**config.mk**
```make
export PLATFORM = sky130hd
export DESIGN_NAME = nibble_serial_adder
export DESIGN_NICKNAME = d
export VERILOG_FILES = /design/src/rtl/nibble_serial_adder.sv
export SDC_FILE = /design/constraint.sdc
export NUM_CORES = 1
export LEC_CHECK = 0
export ABC_AREA = 0
export BUFFER_PORTS_ARGS = -buffer_cell sky130_fd_sc_hd__buf_4
export CAP_MARGIN = 10
export CORE_MARGIN = 1.5
export CORE_UTILIZATION = 43
export CTS_CLUSTER_SIZE = 20
export DETAILED_ROUTE_END_ITERATION = 12
export PLACE_DENSITY_LB_ADDON = 0.12
export SYNTH_ARGS = -nofsm -noshare
export SYNTH_HDL_FRONTEND = slang
export SYNTH_HIERARCHICAL = 1
export SYNTH_SLANG_ARGS = --single-unit
```
**constraint.sdc**
```tcl
create_clock -name clk -period 7.1 [get_ports clk]
set_input_delay 0.71 -clock clk [delete_from_list [all_inputs] [get_ports clk]]
set_output_delay 0.71 -clock clk [all_outputs]
set_load 0.005 [all_outputs]
```
**src/rtl/nibble_serial_adder.sv**
```systemverilog
// Nibble-serial adder: one bit4Adder is reused for WIDTH/4 cycles, LSB nibble first, with a rippled carry register.
// Optional subtract mode (a - b) is enabled by defining NIBBLE_SERIAL_ADDER_SUB_EN, which adds the sub port.

module bit4Adder (
   input  logic [3:0] a_i,
   input  logic [3:0] b_i,
   input  logic       c_i,
   output logic [3:0] sum_c,
   output logic       cout_c
);

   // Plain 4-bit ripple: carry travels bit by bit, no lookahead.
   always_comb begin
      logic carry;
      carry = c_i;
      sum_c = '0;
      for (int i = 0; i < 4; i++) begin
         sum_c[i] = a_i[i] ^ b_i[i] ^ carry;
         carry    = (a_i[i] & b_i[i]) | (carry & (a_i[i] ^ b_i[i]));
      end
      cout_c = carry;
   end

endmodule

module nibble_serial_adder #(
   parameter int unsigned WIDTH = 32
) (
   input  logic             clk,
   input  logic             rst_n,
   input  logic             start,
   input  logic [WIDTH-1:0] a,
   input  logic [WIDTH-1:0] b,
   input  logic             c_in,
`ifdef NIBBLE_SERIAL_ADDER_SUB_EN
   input  logic             sub,
`endif
   output logic             busy,
   output logic             done,
   output logic [WIDTH-1:0] sum,
   output logic             c_out,
   output logic             overflow
);

   localparam int unsigned NIBBLES  = WIDTH / 4;
   localparam int unsigned IDX_W    = (NIBBLES > 1) ? $clog2(NIBBLES) : 1;
   localparam int unsigned BASE_W   = IDX_W + 2;
   localparam logic [IDX_W-1:0] LAST_IDX = IDX_W'(NIBBLES - 1);

   typedef enum logic [1:0] {
      IDLE = 2'd0,
      RUN  = 2'd1,
      DONE = 2'd2
   } state_e;

   state_e             state_q, state_d;
   logic [WIDTH-1:0]   a_q, a_d;
   logic [WIDTH-1:0]   b_q, b_d;
   logic [WIDTH-1:0]   sum_q, sum_d;
   logic [IDX_W-1:0]   idx_q, idx_d;
   logic               carry_q, carry_d;
   logic               c_out_q, c_out_d;
   logic               ovf_q, ovf_d;
   logic               busy_q, busy_d;
   logic               done_q, done_d;

   logic               sub_c;
   logic [BASE_W-1:0]  base_c;
   logic [3:0]         a_nib_c;
   logic [3:0]         b_nib_c;
   logic [3:0]         nib_sum_c;
   logic               nib_cout_c;

`ifdef NIBBLE_SERIAL_ADDER_SUB_EN
   assign sub_c = sub;
`else
   assign sub_c = 1'b0;
`endif

   // Current nibble of each operand; b_q already holds the operand actually added (b or ~b).
   assign base_c  = {idx_q, 2'b00};
   assign a_nib_c = a_q[base_c +: 4];
   assign b_nib_c = b_q[base_c +: 4];

   bit4Adder u_nib_add (
      .a_i    (a_nib_c),
      .b_i    (b_nib_c),
      .c_i    (carry_q),
      .sum_c  (nib_sum_c),
      .cout_c (nib_cout_c)
   );

   // Next-state and datapath update.
   always_comb begin
      state_d = state_q;
      a_d     = a_q;
      b_d     = b_q;
      sum_d   = sum_q;
      idx_d   = idx_q;
      carry_d = carry_q;
      c_out_d = c_out_q;
      ovf_d   = ovf_q;

      case (state_q)
         IDLE, DONE: begin
            if (start) begin
               a_d     = a;
               b_d     = sub_c ? ~b : b;
               carry_d = sub_c | c_in;
               idx_d   = '0;
               sum_d   = '0;
               c_out_d = 1'b0;
               ovf_d   = 1'b0;
               state_d = RUN;
            end else if (state_q == DONE) begin
               state_d = IDLE;
            end
         end
         RUN: begin
            sum_d[base_c +: 4] = nib_sum_c;
            carry_d            = nib_cout_c;
            idx_d              = idx_q + 1'b1;
            if (idx_q == LAST_IDX) begin
               // Top nibble bit 3 is the operand/result MSB, so signed overflow is decided here.
               c_out_d = nib_cout_c;
               ovf_d   = (a_nib_c[3] == b_nib_c[3]) && (nib_sum_c[3] != a_nib_c[3]);
               state_d = DONE;
            end
         end
         default: state_d = IDLE;
      endcase

      busy_d = (state_d == RUN);
      done_d = (state_d == DONE);
   end

   // State and datapath registers with synchronous active-low reset.
   always_ff @(posedge clk) begin
      if (!rst_n) begin
         state_q <= IDLE;
         a_q     <= '0;
         b_q     <= '0;
         sum_q   <= '0;
         idx_q   <= '0;
         carry_q <= 1'b0;
         c_out_q <= 1'b0;
         ovf_q   <= 1'b0;
         busy_q  <= 1'b0;
         done_q  <= 1'b0;
      end else begin
         state_q <= state_d;
         a_q     <= a_d;
         b_q     <= b_d;
         sum_q   <= sum_d;
         idx_q   <= idx_d;
         carry_q <= carry_d;
         c_out_q <= c_out_d;
         ovf_q   <= ovf_d;
         busy_q  <= busy_d;
         done_q  <= done_d;
      end
   end

   assign busy     = busy_q;
   assign done     = done_q;
   assign sum      = sum_q;
   assign c_out    = c_out_q;
   assign overflow = ovf_q;

endmodule

```
==> results.ini <==
[pwr]
finalPower_mw=1.150
clockPowerShare=0.307
p_seq_frac=0.552
power.internal_mw=0.8425
leakagePower_nw=2.284
swShare=0.2671
power_density_mw_per_mm2=199.1
p_sw_mw=0.3071
pwr-share-comb=0.141
vdd_ir_drop_max_mv=0.1039

[finish]
layout-drive-gt1-share=0.2281
fin_nets=679
antenna_cells=0
fill_cells=1032
area_delta_synth_final_pct=20.98

[sta]
skew_ns=0.007444
finalCriticalPeriod_ns=4.000
setup_viol_count_final=0
max_freq_mhz=250.0
max-slew-margin-rel=0.2553
finalSetupTns_ns=0
rsz0062_at_grt=false
tightest_slew_ns=1.107
setup_slack_ns=3.100
min_period_over_period=0.5634
drv_slew=0
hold_viol_final=0

[setup_path]
end_kind=flip-flop
r2r_setup_slack_ns=3.10
crit_type=flip-flop to flip-flop
crit_required_ns=7.40
timing.rr.start=idx_q[0]
start_kind=flip-flop
cp-startpoint=idx_q[0]
crit_fanout=17
cp.arrival_ns=4.30

[die]
die_area_mm2=0.01174
die_y_um=108.3
num_io_pins=104
rows=38
die_w_um=108.3
initial_core_util=0.4402
coreArea_mm2=0.01084

[min_path]
min-delay-start=a_q[26]
hp-class=flip-flop to flip-flop

[drt]
postRouteAntennaNets=0
dr.pass1.iters=4
drcViolationCount=0
routed_wl_mm=10.82
initialDrtViolationCount=154
via_per_inst=5.164
vias=3847
wl_per_cell_um=14.53

[clock_tree]
cts_buffers=9
worstSkewPairLatency_ns=0.36
ctsResizeCount=0
clock-root-buffer=clkbuf_8
postCtsSetupBuffers=0
cts.sinks=106
clkTransAtPathRegs_ns=0.09
hold_buffers=0
cts_tree=done
clockBufferDepth=2
h-tree-depth=3

[synth]
synthArstFlopShare=0
yosysMostFrequentCell=nand2_1
synthesis.nets=599
synth-edff-count=0
synth-seq-cells=106
synth_top_cell_by_area=dfxtp_1
ys_types=40
synth_top_area_frac=0.4447
avgSynthCellArea_um2=9.177
postSynthCellCount=520
ys.flop_type=dfxtp_1
synth-seq-area-share=0.4447
yosys_warnings=6
ys_top_cells_by_area=dfxtp_1, nand2_1, a21boi_0, a22oi_1, mux4_2
synth_common_cells=nand2_1, dfxtp_1, a21boi_0
syn_area_mm2=0.004772

[global_route]
grtUsageTotal=0.1925
grt_pass1_vias=3661
overflow=0
grt_pass1_wl_mm=17.73
grt_max_degree=107
grt_antenna_before_repair=0

[place]
gp_congestion=0.8059
dp_worst_setup_slack_ns=3.057
io_buffers=103
hpwlAfterDp_mm=7.675

[outcome]
status=finished, final reports clean

[flow_run]
maxCapViolations=0

[cell families (layout without fill, tap and decap cells)]
logic type | after synthesis | in the layout | synth area share
and+or+nand+nor | 222 | 222 | 0.2134
AOI/OAI and AO/OA | 112 | 112 | 0.1730
DFF | 106 | 106 | 0.4447
buffers and inverters | 51 | 136 | 0.04745
muxes | 18 | 18 | 0.08626
adders and majority gates | 11 | 11 | 0.03513
[layout make-up]
class | instances | area (um^2) | area share
clock buffer | 11 | 151.4 | 0.02622
clock inverter | 5 | 38.79 | 0.006719
inverter | 13 | 48.80 | 0.008453
multi-input combinational | 363 | 2434 | 0.4215
sequential | 106 | 2122 | 0.3676
tap | 140 | 175.2 | 0.03034
timing repair buffer | 107 | 803.3 | 0.1391
[cells in the final DEF, fill, tap and decap left out, drive strengths merged, types with 3 or more instances in the layout]
cell type  count
fa             4
inv           12
buf          107
nor2           3
a21boi        74
nand2        157
clkinv         5
mux4          16
nand3          6
nand3b         6
a22oi         27
clkbuf        11
ha             7
dfxtp        106
nor2b         29
a31oi          6
nand4b         3
nor4           3
[power by group through the flow]
stage | clock, mW | combinational, mW | sequential (mW)
after global placement | 0 | 0.161 | 0.649
after global routing | 0.380 | 0.181 | 0.639
after detailed placement | 0 | 0.164 | 0.649
after CTS | 0.363 | 0.164 | 0.635
final | 0.353 | 0.162 | 0.635
after floorplan | 0 | 0.110 | 0.642
[layer usage]
metal / vias to the layer above / track usage / part of all wire
met1: 1806 / 0.2571 / 0.47
met4: 0 / 0.06015 / 0.015
met2: 91 / 0.3169 / 0.46
met3: 15 / 0.03496 / 0.051
li1: 1935 / - / -
met5: - / 0 / 0
[worst paths after layout]
check | to | cells past startpoint
max | overflow | 15
min | a_q[26] | 2
max reg2reg | overflow | 15
min reg2reg | a_q[26] | 2
[through the flow]
step	instances	cell area (um^2)	hold WS, ns	utilization
after floorplan	520	4772	0.4386	-
after global placement	729	5583	0.4494	0.5150
after detailed placement	729	5583	0.4594	0.5150
after CTS	745	5773	0.4726	0.5325
after global routing	745	5773	0.4948	0.5325
final	745	5773	0.4703	0.5325
[sequential cells by signal, indices dropped and copies added (netlist names)]
name and cells:
overflow 1, state_q 2, busy 1, sum 32, b_q 32, c_out 1
idx_q 3, carry_q 1, a_q 32, done 1
[critical path: stages (launching register included)]
cell	delay [ns]
dfxtp_1	0.65
buf_4	0.35
mux4_1	0.57
nand2_1	0.08
nand2_1	0.09
fa_1	0.38
inv_1	0.08
fa_1	0.15
inv_1	0.05
fa_1	0.36
inv_1	0.07
fa_1	0.40
inv_1	0.26
nand2_1	0.07
or3_1	0.30
nand3_1	0.07
Power figures use the tool's default switching activity.
